--- src/rtl/pkg_ram.sv ---
`default_nettype none
// ============================================================================
//  Module      : pkg_ram
//  Description : Shared RAM-side types used by the loader/console path.
//  Revision    : 1.0 - initial release
// ============================================================================
package pkg_ram;

  // One byte as seen by the loader and its RAM.
  typedef logic [7:0] RAM_BYTE;

endpackage
`default_nettype wire

--- src/rtl/pkg_uart.sv ---
`default_nettype none
// ============================================================================
//  Module      : pkg_uart
//  Description : Types and constants shared by the UART receive path.
//  Revision    : 1.0 - initial release
// ============================================================================
package pkg_uart;

  // Receiver FSM states.
  typedef enum logic [2:0] {
    IDLE      = 3'd0,
    START     = 3'd1,
    DATA      = 3'd2,
    STOP      = 3'd3,
    WAIT_IDLE = 3'd4
  } uart_state_t;

  // 12 MHz system clock, 115200 baud.
  localparam int UART_CLKS_PER_BIT = 104;
  localparam int UART_DATA_BITS    = 8;

endpackage
`default_nettype wire

--- src/rtl/sync_2ff.sv ---
`default_nettype none
// ============================================================================
//  Module      : sync_2ff
//  Description : Generic two-flop synchronizer for a single asynchronous bit.
//                Both flops reset to RESET_VAL.
//  Revision    : 1.0 - initial release
// ============================================================================
module sync_2ff #(
  parameter logic RESET_VAL = 1'b1
) (
  input  logic clk,
  input  logic rst_n,
  input  logic d,
  output logic q
);

  logic r_meta;
  logic r_sync;

  // Two-stage capture; the first stage may go metastable, the second settles it.
  always_ff @(posedge clk or negedge rst_n) begin
    if (!rst_n) begin
      r_meta <= RESET_VAL;
      r_sync <= RESET_VAL;
    end else begin
      r_meta <= d;
      r_sync <= r_meta;
    end
  end

  assign q = r_sync;

endmodule
`default_nettype wire

--- src/rtl/uart_rx.sv ---
`default_nettype none
// ============================================================================
//  Module      : uart_rx
//  Description : 8N1 LSB-first serial receiver. Produces a one-cycle data_en
//                strobe per good byte and a one-cycle frame_err strobe when
//                the stop bit is sampled low. No buffering.
//  Revision    : 1.0 - initial release
// ============================================================================
module uart_rx
  import pkg_uart::*;
#(
  parameter int CLKS_PER_BIT = UART_CLKS_PER_BIT,
  parameter int CNT_W        = $clog2(CLKS_PER_BIT)
) (
  input  logic            clk,
  input  logic            rst_n,
  input  logic            rx,
  output pkg_ram::RAM_BYTE data,
  output logic            data_en,
  output logic            frame_err,
  output logic            busy
);

  // Full bit period and half bit period terminal counts (integer division).
  localparam logic [CNT_W-1:0] C_CNT_FULL = CNT_W'(CLKS_PER_BIT - 1);
  localparam logic [CNT_W-1:0] C_CNT_HALF = CNT_W'(CLKS_PER_BIT / 2 - 1);
  localparam logic [2:0]       C_BIT_LAST = 3'(UART_DATA_BITS - 1);

  logic                      w_rx_s;
  uart_state_t               r_state,    w_state_nxt;
  logic [CNT_W-1:0]          r_cnt,      w_cnt_nxt;
  logic [2:0]                r_bit_idx,  w_bit_idx_nxt;
  logic [UART_DATA_BITS-1:0] r_shift,    w_shift_nxt;
  pkg_ram::RAM_BYTE          r_data,     w_data_nxt;
  logic                      r_data_en,  w_data_en_nxt;
  logic                      r_frame_err, w_frame_err_nxt;

  sync_2ff #(
    .RESET_VAL (1'b1)
  ) u_sync (
    .clk   (clk),
    .rst_n (rst_n),
    .d     (rx),
    .q     (w_rx_s)
  );

  // State, counters, shift register and output strobes.
  always_ff @(posedge clk or negedge rst_n) begin
    if (!rst_n) begin
      r_state     <= IDLE;
      r_cnt       <= '0;
      r_bit_idx   <= '0;
      r_shift     <= '0;
      r_data      <= '0;
      r_data_en   <= 1'b0;
      r_frame_err <= 1'b0;
    end else begin
      r_state     <= w_state_nxt;
      r_cnt       <= w_cnt_nxt;
      r_bit_idx   <= w_bit_idx_nxt;
      r_shift     <= w_shift_nxt;
      r_data      <= w_data_nxt;
      r_data_en   <= w_data_en_nxt;
      r_frame_err <= w_frame_err_nxt;
    end
  end

  // Next-state logic; STOP leaves at mid-bit so a back-to-back start is caught.
  always_comb begin
    w_state_nxt     = r_state;
    w_cnt_nxt       = r_cnt;
    w_bit_idx_nxt   = r_bit_idx;
    w_shift_nxt     = r_shift;
    w_data_nxt      = r_data;
    w_data_en_nxt   = 1'b0;
    w_frame_err_nxt = 1'b0;
    case (r_state)
      IDLE: begin
        if (!w_rx_s) begin
          w_state_nxt = START;
          w_cnt_nxt   = '0;
        end
      end
      START: begin
        if (r_cnt == C_CNT_HALF) begin
          w_cnt_nxt = '0;
          if (!w_rx_s) begin
            w_state_nxt   = DATA;
            w_bit_idx_nxt = '0;
          end else begin
            w_state_nxt = IDLE;
          end
        end else begin
          w_cnt_nxt = r_cnt + CNT_W'(1);
        end
      end
      DATA: begin
        if (r_cnt == C_CNT_FULL) begin
          w_cnt_nxt              = '0;
          w_shift_nxt[r_bit_idx] = w_rx_s;
          if (r_bit_idx == C_BIT_LAST) begin
            w_state_nxt = STOP;
          end else begin
            w_bit_idx_nxt = r_bit_idx + 3'd1;
          end
        end else begin
          w_cnt_nxt = r_cnt + CNT_W'(1);
        end
      end
      STOP: begin
        if (r_cnt == C_CNT_FULL) begin
          w_cnt_nxt = '0;
          if (w_rx_s) begin
            w_data_nxt    = r_shift;
            w_data_en_nxt = 1'b1;
            w_state_nxt   = IDLE;
          end else begin
            w_frame_err_nxt = 1'b1;
            w_state_nxt     = WAIT_IDLE;
          end
        end else begin
          w_cnt_nxt = r_cnt + CNT_W'(1);
        end
      end
      WAIT_IDLE: begin
        // Hold off until the line returns high so a break cannot fake a start.
        if (w_rx_s) begin
          w_state_nxt = IDLE;
        end
      end
      default: begin
        w_state_nxt = IDLE;
      end
    endcase
  end

  assign data      = r_data;
  assign data_en   = r_data_en;
  assign frame_err = r_frame_err;
  assign busy      = (r_state != IDLE);

endmodule
`default_nettype wire

--- config.mk ---
export PLATFORM = sky130hd
export DESIGN_NAME = uart_rx
export DESIGN_NICKNAME = d
export VERILOG_FILES = /design/src/rtl/pkg_ram.sv /design/src/rtl/pkg_uart.sv /design/src/rtl/sync_2ff.sv /design/src/rtl/uart_rx.sv
export SDC_FILE = /design/constraint.sdc
export NUM_CORES = 1
export LEC_CHECK = 0
export BUFFER_PORTS_ARGS = -buffer_cell sky130_fd_sc_hd__buf_2
export CORE_MARGIN = 2
export CORE_UTILIZATION = 62
export DETAILED_ROUTE_END_ITERATION = 7
export MAX_ROUTING_LAYER = met4
export PLACE_DENSITY_LB_ADDON = 0.08
export RECOVER_POWER = 50
export SLEW_MARGIN = 0
export SYNTH_ARGS = -nofsm -noshare
export SYNTH_HDL_FRONTEND = slang
export SYNTH_SLANG_ARGS = --single-unit
--- constraint.sdc ---
create_clock -name clk -period 3.75 [get_ports clk]
set_input_delay 0 -clock clk [delete_from_list [all_inputs] [get_ports clk]]
set_output_delay 0 -clock clk [all_outputs]
set_load 0.01 [all_outputs]
# Word-level counts from Yosys, hierarchy flattened
# Cells that the tools add are included.
# totals
output_inout_bits	11
register_bits	33
# classes
n_mux	27
order_cmp	2
n_reduce_logical	11
eq_ne	15
add_sub_neg	2
# ops
cell	n
two-way mux 3 bit	11
two-way mux 7 bit	3
case mux 7 bit (3 select lines)	1
case mux 3 bit (5 select lines)	1
inequality test 2 bit (second input constant)	7
bitwise mux 8 bit	1
adder 7 x 1 -> 7 bit (second input constant)	1
== test 7 x 6 -> 1 bit (second input constant)	1
== test 7 bit (second input constant)	1
two-way mux 1 bit	7
== test 3 x 2 -> 1 bit (second input constant)	2
== test 3 bit (second input constant)	2
case mux 3 bit (2 select lines)	1
AND reduction 6 bit	1
nonzero test 3 bit	2
AND reduction 5 bit	1
< comparator 3 x 4 -> 1 bit (second input constant)	1
AND reduction 2 bit	2
adder 3 x 1 -> 3 bit (second input constant)	1
demux 1 bit (select 3 bit)	1
== test 3 x 1 -> 1 bit (second input constant)	1
greater-or-equal comparator 3 x 1 -> 1 bit (second input constant)	1
logical NOT 3 bit	1
AND reduction 3 bit	1
other kinds (5)	5

# Logic depth before layout (Yosys ltp)
# Gate-level depths: netlist of the first run.
# logic_depth
word_depth	5
mapped_depth	7
depth_no_buf	5

# By module
# A second synthesis of the first run with hierarchy kept.
# hier_totals
hier_cells	141
hier_area_um2	1619.1
# modules_own_cells
module	cells_per_inst	seq_area_each_um2	area_each_um2	instances
uart_rx	139	775.7	1566.5	1
sync_2ff	2	52.6	52.6	1

# Worst setup path before layout of the first run
# OpenSTA, ideal clock, no wires.
# synth_path
path_type	register to register
start	register r_cnt[0]
end	register r_data[0] (netlist: data[0])
path_buffers	2
path_stages_with_launch	8
required_ps	3625
setup_time_ps	125
t_arrival_ps	1575
synth_period_minus_slack_ps	1700
setup_slack_ps	2050
path_cell_list	dfrtp_1 -> ha_1 -> and3b_1 -> buf_6 -> nand3_4 -> or2_1 -> buf_6 -> mux2_4
# synth_between
elab_chain_len	2
# synth_lines
item	line_no	rtl
start, declared	uart_rx.sv:31	logic [CNT_W-1:0] r_cnt, w_cnt_nxt;
start signal, assigned	uart_rx.sv:59	r_cnt <= w_cnt_nxt;
== test 7 bit	uart_rx.sv:111	if (r_cnt == C_CNT_FULL) begin
AND reduction 3 bit (no line)	n/a	
end signal, assigned	uart_rx.sv:62	r_data <= w_data_nxt;
end, declared	uart_rx.sv:34	pkg_ram::RAM_BYTE r_data, w_data_nxt;
# No other way between the ends.
# A chain may end at the register's enable or synchronous reset.

# Final worst setup path of the first run
# layout_path
start	register r_cnt[0]
end	register r_data[1] (netlist: data[1])
# The elaborated chain is that of the path after synthesis.

==> results of run 1 <==
-- critical path, cell delays in order (launching register included) --
cell	delay (ps)
dfrtp_1	400
ha_1	230
and3b_1	380
nand3_4	140
or2_1	440
mux2_4	370
-- kinds of logic (layout without fill, tap and decap cells) --
family | after synthesis | in the layout | share of synthesized area (%)
flip-flops | 33 | 33 | 50.8
AND/OR/NAND/NOR | 56 | 56 | 19.8
XOR/XNOR | 5 | 5 | 2.69
multiplexers | 17 | 17 | 13.6
buffers and inverters | 9 | 25 | 3.69
AO/OA/AOI/OAI | 15 | 15 | 7.07
adder cells (fa/ha/maj) | 3 | 3 | 2.30
-- per-layer routing --
metal | vias up | part of all wire [%]
met3 | 6 | 5.6
met2 | 37 | 45
met4 | 0 | 2.0
met1 | 532 | 47
li1 | 523 | -
met5 | - | 0
-- registers in the layout, summed over array words and instances, names as in the netlist --
| signal | cells |
|---|---|
| u_sync.r_meta | 1 |
| data | 8 |
| u_sync.q | 1 |
| r_state | 3 |
| frame_err | 1 |
| r_shift | 8 |
| data_en | 1 |
| r_cnt | 7 |
| r_bit_idx | 3 |
-- through the flow --
stage	instances	hold WS (ps)	worst slack, ps
final	184	306	1690
after CTS	184	253	1710
after floorplan	138	-296	2050
after global placement	174	76.9	1830
after global routing	184	307	1570
after detailed placement	174	88.5	1720
-- power groups by stage --
stage          Sequential [uW]  Combinational, uW  Clock (uW)
4_1_cts                    360               10.3         283
5_1_grt                    361               11.4         300
3_5_place_dp               367               8.72           0
6_report                   360               9.52         275
2_1_floorplan              365               1.90           0
3_3_place_gp               367               8.48           0
-- layout by cell type (no fill, tap or decap), drive strengths merged, types with 3 or more instances in the layout --
cell type / count
a22o: 3
clkbuf: 11
xnor2: 5
nor2: 15
and3b: 3
nor3: 9
buf: 9
nand2: 10
mux2: 17
dfrtp: 31
ha: 3
nand3: 3
nor3b: 3
-- final cells by class --
type / instances / area, um^2
well taps: 30 / 37.5
repair buffers: 15 / 80.1
multi-input cells: 96 / 741
clock inverters: 1 / 30.0
fillers: 185 / 698
clock buffers: 7 / 55.1
flip-flops and latches: 33 / 828
inverters: 2 / 7.51
-- how the worst min path moves through the flow --
stage                     start                      end  slack [ps]  cells past startpoint
after floorplan           rst_n      data[0]$_DFFE_PN0P_        -300                      0
after global placement    rst_n     r_cnt[4]$_DFFE_PN0P_          80                      1
after CTS                 rst_n   r_shift[4]$_DFFE_PN0P_         250                      2
after global routing         rx  u_sync.r_meta$_DFF_PN1_         310                      2
final                        rx  u_sync.r_meta$_DFF_PN1_         310                      2
after detailed placement  rst_n     r_cnt[4]$_DFFE_PN0P_          90                      1
==> flow_summary.json, run 1 <==
{
  "status": "finished with violations",
  "violations": "max-capacitance violations, max-slew violations",
  "hold_violations": 0,
  "grt_max_degree": 34,
  "clock_sinks": 33,
  "placedInstanceArea_um2": 1680,
  "startpoint": "r_cnt[0]$_DFFE_PN0P_",
  "final_area_um2": 1780,
  "crit_end": "data[1]$_DFFE_PN0P_",
  "post-cts-setup-buffer-count": 0,
  "cp_max_fo": 8,
  "vias": 1098,
  "clockBufferDepth": 2,
  "switching_share_pct": 19.5,
  "cp.required_ps": 3980,
  "r2r-end": "data[1]$_DFFE_PN0P_",
  "reg2reg_depth": 5,
  "synth_top_area_cell": "dfrtp_1",
  "overflow": 0,
  "top_usage_layer": "met2",
  "clock_latency_ps": 340,
  "grt_pass1_wl_mm": 5.21,
  "fin_nets": 159,
  "ys_seq_area_share_pct": 50.8,
  "fmaxAchievable_mhz": 485,
  "antenna_found_initial": 0,
  "finalCriticalPeriod_ps": 2060,
  "drtIter0Drc": 28,
  "total_power_uw": 645,
  "grt_usage_pct": 22.4,
  "ios": 14,
  "worst_ep_arrival_time_ps": 2290,
  "ctsHoldBuffers": 2,
  "synthTopCellsByArea": "dfrtp_1, mux2_4, mux2_2, nor2_1, dfstp_2",
  "synth_edf_count": 0,
  "regToRegStartpoint": "r_cnt[0]$_DFFE_PN0P_",
  "place.gp.congestion": 0.892,
  "synthMostInstantiatedCell": "dfrtp_1",
  "cts.repair.resized": 0,
  "vias_per_cell": 5.97,
  "pwr-share-clk_pct": 42.7,
  "die_height_um": 55.3,
  "p_per_area_nw_per_um2": 363,
  "comb_power_share_pct": 1.5,
  "first_global_vias": 1080,
  "hold_path.class": "primary input to register",
  "die_w_um": 55.3,
  "synthCells": 138,
  "finalCritPeriodShare_pct": 55.0,
  "wl_per_cell_um": 16.3,
  "clk_pin_slew_ps": 90,
  "synth_commonest_cells": "dfrtp_1, nor2_1, nand2_1, nor3_1, mux2_4",
  "coreArea_um2": 2480,
  "synth_fp_nets": 144,
  "netlist.area_leader.share_pct": 47.6,
  "ff2ff_setup_slack_ps": 1690,
  "drc": 0,
  "ant_nets": 0,
  "io_buffers": 13,
  "num_rows": 18,
  "cts_tree": "built",
  "drv_cap": 1,
  "p_leak_uw": 0.000854,
  "report.final.slew_viol_count": 34,
  "ys_seq_elements": 33,
  "met2_usage_pct": 31.6,
  "maxSlewHeadroom_pct": -11.8,
  "n_antenna_cell": 0,
  "intPower_uw": 519,
  "finalSetupViolCount": 0,
  "finalClockSkew_ps": 13.3,
  "ys_async_sr_fraction_pct": 100,
  "synth-main-ff-cell": "dfrtp_1",
  "dp_hpwl_mm": 2.09,
  "h-tree-depth": 2,
  "drive_gt1_share_pct": 22.1,
  "p_seq_share_pct": 55.9,
  "gr-usage-met1_pct": 30.8,
  "cts_root_buffer": "clkbuf_4",
  "power_switching_uw": 126,
  "synth_area_um2": 1630,
  "fin_util_pct": 71.8,
  "avgSynthCellArea_um2": 11.8,
  "first_pass_iters": 4,
  "routed_wirelength_mm": 2.99,
  "start_util_pct": 65.8,
  "die_area_um2": 3050,
  "yosys_warnings": 0,
  "grt_use_met3_pct": 6.79,
  "tightest_slew_ps": 1680,
  "rsz0062_at_grt": "false",
  "setup_tns_ps": 0,
  "timing_worst_setup_path_type": "register to register",
  "numCtsBuffers": 5,
  "syn_to_final_growth_pct": 9.22,
  "end_kind": "register",
  "cp-start-kind": "register",
  "peakVddDrop_uv": 371,
  "synth.distinct_cells": 39
}
No activity file was read; power rests on OpenSTA's default activity.
==> inputs of run 2 (changes only) <==
- CORE_UTILIZATION: 62 -> 52
- clock period: 3.75 -> 1.7 ns (I/O delays scaled with it)
==> flow_summary.json, run 2 (same netlist as run 1, synthesis figures left out) <==
{
  "status": "completed",
  "ant_nets": 0,
  "clock_latency_ps": 340,
  "ios": 14,
  "cp_max_fo": 5,
  "fin_nets": 181,
  "routed_wirelength_mm": 3.30,
  "clk_pin_slew_ps": 100,
  "layout_setup_ws_ps": 27.9,
  "regArea_um2": 830,
  "final_cell_mix": "dfrtp_1, buf_4, nor2_1, buf_2",
  "crit_chain": "ha_2 > and3b_2 > nand3_4 > buf_6 > nor3_1 > mux2_2",
  "cts_root_buffer": "clkbuf_4",
  "dp_hpwl_mm": 2.37,
  "n_antenna_cell": 0,
  "clock_sinks": 33,
  "worst_ep_arrival_time_ps": 1910,
  "layout.cells.non_filler": 220,
  "p_per_area_nw_per_um2": 621,
  "hold_violations": 0,
  "final_common_cell": "dfrtp_1",
  "multi_input_comb_area_um2": 797,
  "io_buffers": 13,
  "syn_to_final_growth_pct": 23.7,
  "coreArea_um2": 3030,
  "total_power_uw": 1250,
  "rsz0062_at_grt": "true",
  "finalCriticalPeriod_ps": 1670,
  "place.gp.congestion": 0.767,
  "finalSetupViolCount": 0,
  "finalCritPeriodShare_pct": 98.4,
  "die_area_um2": 3600,
  "fmaxAchievable_mhz": 598,
  "setup_tns_ps": 0,
  "die_height_um": 60.0,
  "numCtsBuffers": 5,
  "dp_slack_ps": -43.1,
  "h-tree-depth": 2,
  "finalClockSkew_ps": 7.30,
  "maxSlewHeadroom_pct": 47.0,
  "start_util_pct": 53.8,
  "grt_usage_pct": 21.4,
  "dp.cells": 208,
  "grt_pass1_wl_mm": 5.40,
  "overflow": 0,
  "clockBufferDepth": 2,
  "drc": 0,
  "vias_per_cell": 5.20,
  "cts_tree": "built",
  "report.final.slew_viol_count": 0,
  "drive_gt1_share_pct": 42.6,
  "timing_worst_setup_path_type": "register to register",
  "fillers": 250,
  "tightest_slew_ps": 796,
  "final_area_um2": 2010,
  "cp_slowest_cell": "dfrtp_1",
  "die_w_um": 60.0,
  "cp_top_family": "simple AND/OR/NAND/NOR gates",
  "p_leak_uw": 0.000978,
  "drv_cap": 0,
  "grt_max_degree": 34,
  "vias": 1145,
  "placedInstanceArea_um2": 1860,
  "end_kind": "register",
  "peakVddDrop_uv": 413,
  "hold_path.class": "primary input to async pin",
  "num_rows": 20,
  "first_global_vias": 1159,
  "antenna_found_initial": 0,
  "ff2ff_setup_slack_ps": 30,
  "drtIter0Drc": 26,
  "cp.required_ps": 1940,
  "wl_per_cell_um": 15.0,
  "path_buf_inv": 1,
  "cp-start-kind": "register",
  "slowest_delay_ps": 370,
  "first_pass_iters": 4
}
==> run 2: changes by cell type in the layout (fill, tap and decap cells not counted), sizes merged <==
cell and change:
bufinv -1, clkinv +2, clkbuf -5, buf +25, clkinvlp +1
==> run 2: cell type report <==
class | count | area share [%]
well taps | 44 | 2.73
repair buffers | 37 | 13.4
multi-input cells | 96 | 39.6
flip-flops and latches | 33 | 41.2
inverters | 2 | 0.373
clock buffers | 5 | 1.86
clock inverters | 3 | 0.870
==> run 2: power by group <==
part | switching (uW) | leakage [uW] | internal, uW
Sequential | 2.50 | 0.000438 | 789
Clock | 278 | 0.0000310 | 156
Combinational | 19.7 | 0.000509 | 7.33
==> run 2: per-layer routing <==
metal	global-route usage, %	share of wire (%)	vias to the layer above
li1	-	-	568
met3	6.49	3.4	3
met2	31.1	45	21
met5	-	0	-
met1	29.2	51	553
met4	5.71	1.0	0
==> run 2: stage by stage <==
step | util [%] | hold WS [ps]
2_1_floorplan | - | -296
5_1_grt | 66.5 | 288
4_1_cts | 64.9 | 258
3_5_place_dp | 61.5 | 96.0
6_report | 66.5 | 261
3_3_place_gp | 61.5 | 76.1
==> run 2: final timing paths <==
check,cells after the start,start,endpoint
max in group asynchronous,2,rst_n,r_state[1]$_DFFE_PN0P_
min in group clk,2,rx,u_sync.r_meta$_DFF_PN1_
worst min-delay path,2,rst_n,r_cnt[4]$_DFFE_PN0P_
worst max register to register,6,r_cnt[0]$_DFFE_PN0P_,r_shift[1]$_DFFE_PN0P_
worst min register to register,0,u_sync.r_meta$_DFF_PN1_,u_sync.q$_DFF_PN1_
worst max-delay path,6,r_cnt[0]$_DFFE_PN0P_,r_shift[1]$_DFFE_PN0P_
==> run 2: timing repair <==
item | 4_1_cts | 5_1_grt
endpoints found under the hold margin | 32 | 0
buffers inserted | 0 | 2
pin swaps | 1 | 8
hold buffers | 2 | 0
gates cloned | 0 | 0
setup endpoints to repair | 16 | 18
gates resized for setup | 7 | 10
